$ cat src/rtl/bit_iter_64b_pkg.sv
// Shared types and helpers for the bitmap-to-index iterator.
package bit_iter_pkg;

  localparam int BM_W  = 64;
  localparam int IDX_W = 6;

  typedef enum logic [0:0] {
    IDLE = 1'b0,
    BUSY = 1'b1
  } bit_iter_state_t;

  // One-hot word with only bit idx set; used to clear the bit just emitted.
  function automatic logic [BM_W-1:0] onehot64(input logic [IDX_W-1:0] idx);
    logic [BM_W-1:0] w;
    w = '0;
    w[idx] = 1'b1;
    return w;
  endfunction

endpackage

$ cat src/rtl/bit_iter_64b_enc.sv
// enc_64b: highest-set-bit encoder for a 64-bit word, optionally registered.
// With REG_OUT=0 the index is purely combinational and clk/reset are unused.
module enc_64b
  import bit_iter_pkg::*;
#(
  parameter bit REG_OUT = 1'b0
) (
  input  logic             clk_i,
  input  logic             rst_n_i,
  input  logic [BM_W-1:0]  in_data_i,
  input  logic             in_valid_i,
  output logic [IDX_W-1:0] out_idx_o,
  output logic             out_valid_o
);

  logic [IDX_W-1:0] w_idx;

  // Priority encode; later (higher) set bits overwrite lower ones, zero word gives 0.
  always_comb begin
    w_idx = '0;
    for (int i = 0; i < BM_W; i++) begin
      if (in_data_i[i]) w_idx = IDX_W'(i);
    end
  end

  generate
    if (REG_OUT) begin : g_reg
      logic [IDX_W-1:0] r_idx;
      logic             r_valid;

      // Register the encoded index and its valid.
      always_ff @(posedge clk_i or negedge rst_n_i) begin
        if (!rst_n_i) begin
          r_idx   <= '0;
          r_valid <= 1'b0;
        end else begin
          r_idx   <= w_idx;
          r_valid <= in_valid_i;
        end
      end

      assign out_idx_o   = r_idx;
      assign out_valid_o = r_valid;
    end else begin : g_comb
      logic w_clk_rst_unused;
      assign w_clk_rst_unused = clk_i ^ rst_n_i;
      assign out_idx_o   = w_idx;
      assign out_valid_o = in_valid_i;
    end
  endgenerate

endmodule

$ cat src/rtl/bit_iter_64b.sv
// bit_iter_64b: walks a 64-bit bitmap and emits the index of each set bit,
// highest first, one beat per cycle.
//
// Handshake: a transfer happens on a side only in a cycle where both valid
// and ready are high at the rising edge. out_valid_o comes from state only;
// in_ready_o also rises when the final beat of the current word is taken, so
// it depends combinationally on out_ready_i and must not be looped back.
module bit_iter_64b
  import bit_iter_pkg::*;
#(
  parameter bit DROP_ZERO = 1'b1
) (
  input  logic             clk_i,
  input  logic             rst_n_i,
  input  logic [BM_W-1:0]  in_data_i,
  input  logic             in_valid_i,
  output logic             in_ready_o,
  output logic [IDX_W-1:0] out_data_o,
  output logic             out_last_o,
  output logic             out_null_o,
  output logic             out_valid_o,
  input  logic             out_ready_i,
  output bit_iter_state_t  dbg_state_o
);

  bit_iter_state_t  r_state;
  logic [BM_W-1:0]  r_mask;
  logic             r_null;

  logic [IDX_W-1:0] w_idx;
  logic             w_enc_valid_unused;
  logic [BM_W-1:0]  w_rest;
  logic             w_last;
  logic             w_busy;
  logic             w_out_fire;
  logic             w_in_fire;
  logic             w_word_zero;

  enc_64b #(
    .REG_OUT (1'b0)
  ) u_enc (
    .clk_i       (clk_i),
    .rst_n_i     (rst_n_i),
    .in_data_i   (r_mask),
    .in_valid_i  (1'b1),
    .out_idx_o   (w_idx),
    .out_valid_o (w_enc_valid_unused)
  );

  assign w_busy      = (r_state == BUSY);
  assign w_rest      = r_mask & ~onehot64(w_idx);
  assign w_last      = (w_rest == '0) | r_null;
  assign w_out_fire  = w_busy & out_ready_i;
  assign w_in_fire   = in_valid_i & in_ready_o;
  assign w_word_zero = (in_data_i == '0);

  assign out_valid_o = w_busy;
  assign out_data_o  = r_null ? '0 : w_idx;
  assign out_last_o  = w_busy & w_last;
  assign out_null_o  = r_null;
  assign in_ready_o  = ~w_busy | (w_out_fire & w_last);
  assign dbg_state_o = r_state;

  // Word load / bit-clear FSM; a finishing word can be replaced in the same cycle.
  always_ff @(posedge clk_i or negedge rst_n_i) begin
    if (!rst_n_i) begin
      r_state <= IDLE;
      r_mask  <= '0;
      r_null  <= 1'b0;
    end else begin
      case (r_state)
        IDLE: begin
          if (w_in_fire) begin
            if (!w_word_zero) begin
              r_mask  <= in_data_i;
              r_state <= BUSY;
            end else if (!DROP_ZERO) begin
              r_null  <= 1'b1;
              r_state <= BUSY;
            end
          end
        end
        BUSY: begin
          if (w_out_fire) begin
            if (!w_last) begin
              r_mask <= w_rest;
            end else begin
              r_mask  <= '0;
              r_null  <= 1'b0;
              r_state <= IDLE;
              if (w_in_fire) begin
                if (!w_word_zero) begin
                  r_mask  <= in_data_i;
                  r_state <= BUSY;
                end else if (!DROP_ZERO) begin
                  r_null  <= 1'b1;
                  r_state <= BUSY;
                end
              end
            end
          end
        end
        default: r_state <= IDLE;
      endcase
    end
  end

endmodule

$ cat config.mk
export PLATFORM = sky130hd
export DESIGN_NAME = bit_iter_64b
export DESIGN_NICKNAME = d
export VERILOG_FILES = /design/src/rtl/bit_iter_64b_pkg.sv /design/src/rtl/bit_iter_64b_enc.sv /design/src/rtl/bit_iter_64b.sv
export SDC_FILE = /design/constraint.sdc
export NUM_CORES = 1
export LEC_CHECK = 0
export ABC_AREA = 1
export CAP_MARGIN = 20
export CORE_UTILIZATION = 60
export CTS_CLUSTER_DIAMETER = 200
export DETAILED_ROUTE_END_ITERATION = 7
export PLACE_DENSITY = 0.85
export SKIP_LAST_GASP = 1
export SLEW_MARGIN = 30
export SYNTH_ARGS = -nofsm -noshare
export SYNTH_HDL_FRONTEND = slang
export SYNTH_HIERARCHICAL = 1
export SYNTH_SLANG_ARGS = --single-unit
$ cat constraint.sdc
create_clock -name clk_i -period 8.48 [get_ports clk_i]
set_input_delay 0.848 -clock clk_i [delete_from_list [all_inputs] [get_ports clk_i]]
set_output_delay 0.848 -clock clk_i [all_outputs]
set_load 0.03 [all_outputs]
==> impl_metrics.yaml <==
timing:
  fmax_ghz: 0.135
  relSlewSlack_pct: 53.0
  final-hold-violation-count: 0
  period_minus_slack_ns: 7.43
  maxSlewViolCount: 0
  finalCritPeriodShare_pct: 87.7
  setup_violations: 0
  worst_pin_slew_ns: 0.704
  rsz0062_at_grt: "no"
  setup_tns_ns: 0
  layout_setup_ws_ns: 1.05
  finClkSkew_ns: 0.0104
setup_path:
  crit_type: "register to output pin"
  worstPathRequired_ns: 7.63
  crit_slowest_cell: "clkdlybuf4s50_1"
  cp_max_fo: 33
  worstSetupEndpointType: "output pin"
  crit_arrival_ns: 6.59
  slowest_delay_ns: 0.68
  cp-start-kind: "register"
  path_common_cell: "nand2_1"
clock_network:
  hold_buffers: 0
  cts_buffers: 9
  cts_tree: "yes"
  cts_resized: 0
  max-clock-path-buffers: 2
  h-tree-depth: 3
  path_clk_slew_ns: 0.08
  post_cts_buffers: 0
  clk_latency_ns: 0.36
  clockRootBuffer: "clkbuf_8"
  cts_sinks: 65
logic_synthesis:
  syn-instance-count: 1180
  yosysWarnings: 6
  synth_area_um2: 6240
  syn_nets: 1248
  synth_area_per_cell_um2: 5.29
cells_and_area:
  diodes: 0
  fin_cells: 1369
  final_cell_mix: "nand2_1, nor2_1, inv_1"
  nets: 1299
  drive_gt1_share_pct: 3.40
  area_growth_pct: 15.8
  final_common_cell: "nand2_1"
grt:
  antenna_found_initial: 0
  grt_max_degree: 69
  grt_pass1_vias: 6422
  use_met1_pct: 46.4
  grt_use_total_pct: 33.6
  grt.overflow.total: 0
  busiest_layer: "met2"
  grt_pass1_wl_mm: 29.9
  grtUsageMet3_pct: 3.63
  use_met2_pct: 53.7
floorplanning:
  initial_core_util_pct: 63.0
  io_pins: 79
  fp.dieArea_um2: 10800
  core_um2: 9910
  die_h_um: 104
  row_count: 36
  dieWidth_um: 104
outcome:
  status: "complete, no violations"
worst_hold_path:
  hp-class: "register to register"
placed_design:
  portBuffers: 77
  dp_slack_ns: 1.34
  gp_congestion: 0.914
  place_hpwl_mm: 12.0
  dpl.cell_count: 1353
drt:
  drtIter0Drc: 653
  routed_wl_mm: 17.4
  wl_per_cell_um: 12.7
  drt-vias-per-instance: 5.19
  first_pass_iters: 5
  vias: 7107
  detail-route-antenna-nets: 0
  drc: 0
flow_run:
  cap_violations: 0
-- registers in the layout, summed over array words and instances (netlist names) --
register / cells
dbg_state_o: 1
r_mask: 64
-- worst paths after layout --
kind,start,endpoint,slack (ns),depth (start not counted)
setup / recovery,r_mask[1],in_ready_o,1.05,74
hold / removal,r_mask[0],r_mask[0],0.49,2
setup reg to reg,r_mask[1],r_mask[49],2.18,78
hold reg to reg,r_mask[0],r_mask[0],0.49,2
max in group asynchronous,rst_n_i,r_mask[31],7.45,2
min in group asynchronous,rst_n_i,r_mask[4],0.60,2
-- metal layers --
layer / routed length (um) / share of wire [%] / up-vias
li1: - / - / 3619
met1: 7790 / 45 / 3159
met2: 7780 / 45 / 294
met3: 1350 / 7.8 / 35
met4: 440 / 2.5 / 0
met5: 0 / 0 / -
-- stage by stage --
| step | hold WS [ns] | area [um^2] | utilization [%] |
|---|---|---|---|
| 4_1_cts | 0.490 | 7220 | 72.8 |
| 5_1_grt | 0.534 | 7230 | 73.0 |
| 3_3_place_gp | 0.466 | 7030 | 70.9 |
| 2_1_floorplan | 0.449 | 6240 | - |
| 6_report | 0.489 | 7230 | 73.0 |
| 3_5_place_dp | 0.474 | 7030 | 70.9 |
-- critical path, delay by kind of cell, from the launching register on --
kind                   cells  cell delay [ns]
and+or+nand+nor           72             5.02
buffers and inverters      2             0.81
DFF                        1             0.40
-- layout make-up --
type	count	area, um^2
clock buffers	13	149
clock inverters	3	40.0
fillers	906	2680
inverters	195	845
multi-input cells	879	3600
flip-flops and latches	65	1630
well taps	133	166
repair buffers	81	800
Power is left out: the tool's default activity adds up to more than one toggle a clock period on the data nets, which glitch-free logic cannot reach.
